File: config.mk
export PLATFORM = sky130hd
export DESIGN_NAME = mac16_dot_seq
export DESIGN_NICKNAME = d
export VERILOG_FILES = /design/src/rtl/mac16_dot_seq_pkg.sv /design/src/rtl/mac16_dot_seq_dsp.sv /design/src/rtl/mac16_dot_seq.sv
export SDC_FILE = /design/constraint.sdc
export NUM_CORES = 1
export LEC_CHECK = 0
export BUFFER_PORTS_ARGS = -buffer_cell sky130_fd_sc_hd__buf_2
export CORE_ASPECT_RATIO = 1.5
export CORE_MARGIN = 8
export CORE_UTILIZATION = 45
export CTS_CLUSTER_SIZE = 25
export DETAILED_ROUTE_END_ITERATION = 8
export PLACE_DENSITY_LB_ADDON = 0.08
export SYNTH_ARGS = -nofsm -noshare
export SYNTH_HDL_FRONTEND = slang
export SYNTH_SLANG_ARGS = --single-unit
export TNS_END_PERCENT = 10
File: constraint.sdc
create_clock -name clk -period 11.4 [get_ports clk]
set_input_delay 0.57 -clock clk [delete_from_list [all_inputs] [get_ports clk]]
set_output_delay 0.57 -clock clk [all_outputs]
set_load 0.01 [all_outputs]
File: src/rtl/mac16_dot_seq_pkg.sv
// Shared widths and the SB_MAC16 mode used as a 16x16 multiply-accumulator.
// Other MAC16 users import the same constant set so every tile is configured identically.
package mac16_dot_seq_pkg;

    localparam int MAC_W = 32;
    localparam int OP_W  = 16;

    // SB_MAC16 mode: unregistered A/B, registered 16x16 product, registered accumulator on O,
    // adder upper input = accumulator feedback, lower input = 16x16 product.
    localparam logic       MAC16_A_REG                = 1'b0;
    localparam logic       MAC16_B_REG                = 1'b0;
    localparam logic       MAC16_MULT_REG2            = 1'b1;
    localparam logic [1:0] MAC16_TOPOUTPUT_SELECT     = 2'b01;
    localparam logic       MAC16_TOPADDSUB_UPPERINPUT = 1'b0;
    localparam logic [1:0] MAC16_TOPADDSUB_LOWERINPUT = 2'b10;

    function automatic logic [MAC_W-1:0] op_ext(input logic [OP_W-1:0] op, input logic is_signed);
        return is_signed ? {{(MAC_W-OP_W){op[OP_W-1]}}, op} : {{(MAC_W-OP_W){1'b0}}, op};
    endfunction

endpackage

File: src/rtl/mac16_dot_seq_dsp.sv
// SB_MAC16 tile behaviour in the package mode: product register then 32-bit accumulator.
// Every register advances only when i_ce is high; i_orst zeroes the accumulator on that edge.
module mac16_dot_seq_dsp
    import mac16_dot_seq_pkg::*;
#(
    parameter bit A_SIGNED = 1'b0,
    parameter bit B_SIGNED = 1'b0
) (
    input  logic             clk,
    input  logic             i_ce,
    input  logic             i_addsub,
    input  logic             i_orst,
    input  logic [OP_W-1:0]  i_a,
    input  logic [OP_W-1:0]  i_b,
    output logic [MAC_W-1:0] o_o
);

    logic [OP_W-1:0]  w_a;
    logic [OP_W-1:0]  w_b;
    logic [MAC_W-1:0] w_mul;
    logic [MAC_W-1:0] w_prod;
    logic [MAC_W-1:0] w_upper;
    logic [MAC_W-1:0] w_lower;
    logic [MAC_W-1:0] w_sum;
    logic [MAC_W-1:0] r_acc;

    generate
        if (MAC16_A_REG) begin : g_a_reg
            logic [OP_W-1:0] r_a;
            always_ff @(posedge clk) if (i_ce) r_a <= i_a;
            assign w_a = r_a;
        end else begin : g_a_thru
            assign w_a = i_a;
        end

        if (MAC16_B_REG) begin : g_b_reg
            logic [OP_W-1:0] r_b;
            always_ff @(posedge clk) if (i_ce) r_b <= i_b;
            assign w_b = r_b;
        end else begin : g_b_thru
            assign w_b = i_b;
        end

        if (MAC16_MULT_REG2) begin : g_prod_reg
            logic [MAC_W-1:0] r_prod;
            always_ff @(posedge clk) if (i_ce) r_prod <= w_mul;
            assign w_prod = r_prod;
        end else begin : g_prod_thru
            assign w_prod = w_mul;
        end
    endgenerate

    // Sign-extending both operands to 32 bits keeps the low 32 product bits exact for every mix.
    assign w_mul   = op_ext(w_a, A_SIGNED) * op_ext(w_b, B_SIGNED);
    assign w_upper = MAC16_TOPADDSUB_UPPERINPUT ? '0 : r_acc;
    assign w_lower = (MAC16_TOPADDSUB_LOWERINPUT == 2'b10) ? w_prod : {w_a, w_b};
    assign w_sum   = i_addsub ? (w_upper - w_lower) : (w_upper + w_lower);

    always_ff @(posedge clk) begin
        if (i_ce) r_acc <= i_orst ? '0 : w_sum;
    end

    always_comb begin
        case (MAC16_TOPOUTPUT_SELECT)
            2'b00:   o_o = w_sum;
            2'b01:   o_o = r_acc;
            default: o_o = w_prod;
        endcase
    end

endmodule

File: src/rtl/mac16_dot_seq.sv
// Streaming dot product over one MAC16: last beat accepted at edge k -> res_valid after edge k+3.
// An unconsumed result with the next sum waiting freezes the whole pipeline and drops in_ready.
module mac16_dot_seq
    import mac16_dot_seq_pkg::*;
#(
    parameter bit A_SIGNED = 1'b0,
    parameter bit B_SIGNED = 1'b0
) (
    input  logic             clk,
    input  logic             resetn,
    input  logic             in_valid,
    output logic             in_ready,
    input  logic [OP_W-1:0]  in_a,
    input  logic [OP_W-1:0]  in_b,
    input  logic             in_sub,
    input  logic             in_last,
    output logic             res_valid,
    input  logic             res_ready,
    output logic [MAC_W-1:0] res_data
);

    logic             w_en;
    logic             w_take;
    logic [MAC_W-1:0] w_dsp_o;

    logic             r_clr_pend;
    logic [OP_W-1:0]  r_a_q;
    logic [OP_W-1:0]  r_b_q;
    logic             r_l1, r_s1, r_c1;
    logic             r_l2, r_s2, r_c2;
    logic             r_l3;
    logic             r_res_valid;
    logic [MAC_W-1:0] r_res_data;

    assign w_en     = !(r_l3 && r_res_valid && !res_ready);
    assign in_ready = w_en && !r_clr_pend;
    assign w_take   = in_valid && in_ready;

    // The clear slot is the one enabled cycle where in_ready is held low after a vector ends.
    always_ff @(posedge clk or negedge resetn) begin
        if (!resetn) begin
            r_clr_pend <= 1'b1;
            r_a_q      <= '0;
            r_b_q      <= '0;
            r_l1       <= 1'b0;
            r_s1       <= 1'b0;
            r_c1       <= 1'b0;
            r_l2       <= 1'b0;
            r_s2       <= 1'b0;
            r_c2       <= 1'b0;
            r_l3       <= 1'b0;
        end else if (w_en) begin
            r_clr_pend <= w_take && in_last;
            r_a_q      <= w_take ? in_a : '0;
            r_b_q      <= w_take ? in_b : '0;
            r_l1       <= w_take && in_last;
            r_s1       <= w_take && in_sub;
            r_c1       <= r_clr_pend;
            r_l2       <= r_l1;
            r_s2       <= r_s1;
            r_c2       <= r_c1;
            r_l3       <= r_l2;
        end
    end

    // Capture wins over drain so a stalled sum can be taken on the same edge the old one leaves.
    always_ff @(posedge clk or negedge resetn) begin
        if (!resetn) begin
            r_res_valid <= 1'b0;
            r_res_data  <= '0;
        end else if (w_en && r_l3) begin
            r_res_valid <= 1'b1;
            r_res_data  <= w_dsp_o;
        end else if (res_ready) begin
            r_res_valid <= 1'b0;
        end
    end

    assign res_valid = r_res_valid;
    assign res_data  = r_res_data;

    mac16_dot_seq_dsp #(
        .A_SIGNED (A_SIGNED),
        .B_SIGNED (B_SIGNED)
    ) u_dsp (
        .clk      (clk),
        .i_ce     (w_en),
        .i_addsub (r_s2),
        .i_orst   (r_c2),
        .i_a      (r_a_q),
        .i_b      (r_b_q),
        .o_o      (w_dsp_o)
    );

endmodule

# [Yosys cells after proc, flatten, opt, wreduce, memory -nomap -nowiden]
# Cells that the tools add are included.
[word_totals] in_bits=38 out_inout_bits=34 regBits=137 elab_cells=33
[classes] muxes=5 multipliers=1 n_reduce_logical=11 n_addsub=2
[ops] cell="$add A32 B32 Y32" n=1
[ops] cell="$mul A16 B16 Y32" n=1
[ops] cell="$mux W16" n=2
[ops] cell="$mux W32" n=1
[ops] cell="$sub A32 B32 Y32" n=1
[ops] cell="$logic_and A1 B1 Y1" n=7
[ops] cell="$logic_not A1 Y1" n=3
[ops] cell="$mux W1" n=2
[ops] cell="$reduce_bool A2 Y1" n=1

# [Longest topological paths before layout]
[logic_depth] word_depth=6 mapped_depth=24 depth_no_buf=21

# [By module]
# From an unflattened synthesis, not the netlist that was laid out.
[hier_totals] cells_unflattened=1655 hier_area_um2=15675.0
[modules_own_cells] module="mac16_dot_seq_dsp" cells_per_inst=1412 area_per_inst_um2=12858.6 n_inst=1
[modules_own_cells] module="mac16_dot_seq" cells_per_inst=243 area_per_inst_um2=2816.5 n_inst=1

# [Worst setup path after synthesis]
# No wires, ideal clock.
[synth_path] kind="register -> register" startpoint="reg r_b_q[7]" endpoint="reg u_dsp.g_prod_reg.r_prod[25] (data pin)" path_slack_ns=5.437 synth_period_minus_slack_ns=5.963 t_arrival_ns=5.704 stages_incl_launch_ff=22 path_cell_list="dfrtp_1 -> clkbuf_1 -> clkbuf_1 -> nand2_1 -> fa_1 -> inv_1 -> fa_1 -> fa_1 -> fa_1 -> fa_1 -> inv_1 -> fa_1 -> inv_1 -> ha_1 -> a21oi_1 -> o21ai_0 -> o41ai_1 -> nand3_1 -> a31o_2 -> a21o_1 -> a21oi_1 -> xnor2_1"
[synth_via] elab_chain_cells=1
[synth_lines] element="from (decl)" line="mac16_dot_seq.sv:28" source="logic [OP_W-1:0] r_b_q;"
[synth_lines] element="from (signal assigned)" line="mac16_dot_seq.sv:55" source="r_b_q <= w_take ? in_b : '0;"
[synth_lines] element="$mul A16 B16 Y32" line="mac16_dot_seq_dsp.sv:54" source="assign w_mul = op_ext(w_a, A_SIGNED) * op_ext(w_b, B_SIGNED);"
[synth_lines] element="net u_dsp.w_mul[25]" line="mac16_dot_seq_dsp.sv:20" source="logic [MAC_W-1:0] w_mul;"
[synth_lines] element="to (signal assigned)" line="mac16_dot_seq_dsp.sv:46" source="always_ff @(posedge clk) if (i_ce) r_prod <= w_mul;"
[synth_lines] element="to (decl)" line="mac16_dot_seq_dsp.sv:45" source="logic [MAC_W-1:0] r_prod;"
# The timed path passes the listed nets, and every way through them passes these cells.
# A chain may end at the register's enable or synchronous reset.

# [Worst setup path after layout]
[layout_path] startpoint="reg r_b_q[1]" endpoint="reg u_dsp.g_prod_reg.r_prod[30] (data pin)"
# Same word-level chain as after synthesis.

==> summary.md <==
| Metric | Value |
|---|---|
| Register area share after synthesis | `around 24%` |
| Max VDD drop | `99.4 µV` |
| Async SR Flop Fraction | `53.3%` |
| Max FO, Critical Path | `17` |
| Dpl cell area | `16100 µm²` |
| Design Power | `~0.0032 W` |
| Fmax | `154 MHz` |
| Critical path endpoint category | `flop` |
| Final min period | `6.51 ns` |
| CTS tree | `done` |
| # IOs | `72` |
| DRC violations left | `0` |
| FF+latch count, synth | `137` |
| Largest net degree at the start of global routing | `56` |
| Top routing layer used | `met4` |
| Clock Latency Late Sink | `0.45 ns` |
| DP HPWL | `30100 µm` |
| Clk buf depth | `2` |
| RSZ-0062 raised after global routing | `no` |
| Final Instance Count excl. Fillers | `2030` |
| GRT overflow | `0` |
| Type of the worst setup path | `reg2reg` |
| Site row count | `83` |
| Cell-internal power | `0.00183 W` |
| Net Switching | `about 0.0014 W` |
| Overall routed net length | `37800 µm` |
| GPL Wtd Cong | `0.890` |
| Sequential power share | `28.6%` |
| Die W | `~170 µm` |
| Status | `completed` |
| Routed len/inst | `18.6 µm` |
| Final #Nets | `1961` |
| Met3 routed WL | `1060 µm` |
| Initial antenna violation count | `0` |
| Combinational power share | `54.1%` |
| Total of max-cap violations | `0` |
| Initial cell density of the core | `45.2%` |
| IO Port Bufs | `71` |
| Synth cell types | `68` |
| DRT iter0 DRCs | `between 400 and 500` |
| Dpl ws | `4.91 ns` |
| Clock sinks | `137` |
| DR pass1 iterations | `5` |
| Final clock skew | `0.0130 ns` |
| Total number of vias | `10823` |
| WP data required | `11.58 ns` |
| P_leak | `8.17 nW` |
| Fillcell total | `~3200` |
| Net Count, Synth | `1923` |
| Clock share of power | `roughly 17%` |
| Multi-input gate area | `around 10000 µm²` |
| Setup TNS | `0 ns` |
| Mapped cell area | `15400 µm²` |
| Syn Area/Cell | `9.89 µm²` |
| Vias in the first global route | `11714` |
| Design area | `16700 µm²` |
| CP arrival | `6.69 ns` |
| Layout cell share with drive strength beyond 1 | `10.5%` |
| Worst Tran Pin Value | `roughly 0.8 ns` |
| Dpl cells | `1997` |
| Post-Synthesis Cells | `1554` |
| Hold Crit Depth | `2` |
| Global-route wire length before repair | `62300 µm` |
| DR WL met2 | `20500 µm` |
| N_diodes | `0` |
| Num CTS Buffers | `17` |
| Switching Fraction | `43.6%` |
| Die area | `40400 µm²` |
| Final period util | `a little under three fifths` |
| Final setup fails | `0` |
| Final WS setup | `4.89 ns` |
| Fin. Hold Viols | `0` |
| Area growth syn-to-layout | `8.47%` |
| Pwr per Cell Area | `a little under 200 nW/µm²` |
| Post-CTS Setup Inserts | `0` |
| Max_slew headroom | `48.2%` |
| Reg area | `3750 µm²` |
| M1 WL | `15100 µm` |
| Hold Path Class | `in2reg` |
| Via/cell ratio | `5.33` |
| EDFF count, synth | `64` |
| Core Box Area | `34000 µm²` |
| Final slew viol count | `0` |
| Htree depth | `4` |
| Remaining antenna violation count | `0` |
| Clock root cell | `clkbuf_16` |
| GRT Overall Usage | `19.4%` |
| Worst-case reg-to-reg path depth | `19` |
| Top FF cell, synth | `dfrtp_1` |
| Die Span Y | `242 µm` |
| Yosys warns | `0` |
| Reg clk slew, reported paths | `0.07 ns` |
| CP Launch Type | `flop` |
-- path summary, 6_finish.rpt --
kind,start,endpoint,slack (ns)
hold / removal,in_b[7],r_b_q[7],0.33
min in group asynchronous,resetn,res_data[8],0.56
setup / recovery,r_b_q[1],u_dsp.g_prod_reg.r_prod[30],4.89
hold reg to reg,r_l2,r_l3,0.46
max in group asynchronous,resetn,r_a_q[13],9.77
setup reg to reg,r_b_q[1],u_dsp.g_prod_reg.r_prod[30],4.89
-- synthesized netlist by cell type, drive strengths merged (8+ instances only) --
cell	count	area share (%)
nor3	17	0.59
nand2	167	4.1
and3	8	0.33
o21ai	32	1.1
a31oi	19	0.87
fa	195	25
a211oi	12	0.62
nor2b	8	0.33
dfrtp	72	12
clkbuf	56	1.4
mux2	37	2.7
xor2	17	0.97
inv	239	5.8
and2	120	4.9
nor2	84	2.1
a21o	32	1.6
nand3	13	0.46
a21oi	51	1.7
edfxtp	64	13
a22o	35	2.0
xnor2	65	3.7
ha	136	11
o21bai	8	0.39
-- critical path, cell delays in order, from the launching register on --
cell and delay (ns):
dfrtp_1 0.81, nand2_1 0.19, fa_1 0.57, fa_1 0.49, fa_1 0.53, fa_1 0.55, inv_1 0.05, fa_1 0.47
inv_1 0.05, fa_1 0.47, inv_1 0.04, ha_1 0.32, nand3_1 0.22, o22ai_1 0.14, a311o_1 0.40, a31oi_1 0.15
o21ai_1 0.15, a31oi_1 0.33, o21ai_0 0.17, xor2_1 0.16
-- logic make-up (layout without fill, tap and decap cells) --
| kind of cell | Yosys count | after routing | synth area share, % |
|---|---|---|---|
| adder cells (fa/ha/maj) | 331 | 331 | 36.5 |
| XOR/XNOR | 82 | 82 | 4.67 |
| flip-flops | 137 | 137 | 24.4 |
| multiplexers | 38 | 38 | 2.78 |
| AND/OR/NAND/NOR | 447 | 447 | 14.3 |
| buffers and inverters | 300 | 351 | 7.39 |
| AO/OA/AOI/OAI | 219 | 219 | 9.98 |
-- layer usage --
layer | GRT usage (%) | up-vias
met3 | 2.58 | 54
li1 | - | 5114
met5 | 0 | -
met1 | 21.6 | 5460
met2 | 36.7 | 195
met4 | 7.57 | 0
-- area by class of cell --
type	instances	share of cell area [%]
tap	425	3.19
clock inverter	11	0.661
clock buffer	21	2.77
multi-input combinational	1117	62.9
timing repair buffer	80	2.57
inverter	239	5.38
sequential	137	22.5
-- sequential cells by signal, summed over array words and instances, names as in the netlist --
signal and flops:
u_dsp.g_prod_reg.r_prod 32, r_clr_pend 1, r_s2 1, r_a_q 16, r_l1 1, u_dsp.o_o 32, res_valid 1, r_c1 1
r_s1 1, r_l3 1, r_c2 1, res_data 32, r_l2 1, r_b_q 16
-- per-stage QoR --
stage / hold WS [ns] / utilization (%)
after floorplan: 0.274 / -
after global placement: 0.443 / 47.4
after detailed placement: 0.450 / 47.4
after CTS: 0.305 / 49.1
after global routing: 0.328 / 49.1
final: 0.333 / 49.1
-- placed cells by master (no fill, tap or decap), types with 4 or more instances in the layout --
cell	n
nor2b_1	8
xnor2_1	65
a21oi_1	51
o21bai_1	8
ha_1	136
nand2b_1	5
inv_1	238
a22o_1	35
o21a_1	4
edfxtp_1	64
or3_1	5
nand2_1	166
or2_2	4
and2_1	119
clkbuf_16	18
fa_1	195
nand3_1	12
xor2_1	17
mux2_2	35
and3_1	7
nor2_1	83
buf_4	9
nand4_1	6
o211ai_1	5
nor3_1	16
a211oi_1	11
o21ai_0	29
dfrtp_1	72
buf_2	70
a31oi_1	18
a21o_1	31
-- power by group through the flow --
stage | Combinational, W | Sequential [W] | Clock [W]
5_1_grt | 0.00197 | 0.000952 | 0.000592
2_1_floorplan | 0.00134 | 0.000883 | 0
3_3_place_gp | 0.00174 | 0.000935 | 0
4_1_cts | 0.00177 | 0.000931 | 0.000575
3_5_place_dp | 0.00175 | 0.000940 | 0
6_report | 0.00175 | 0.000926 | 0.000560
-- what timing repair did --
action	in CTS	in global routing
gates resized for setup	0	0
endpoints found under the hold margin	7	0
setup endpoints to repair	0	0
hold buffers	1	0
Note: power is estimated with default switching activity, not from simulation.
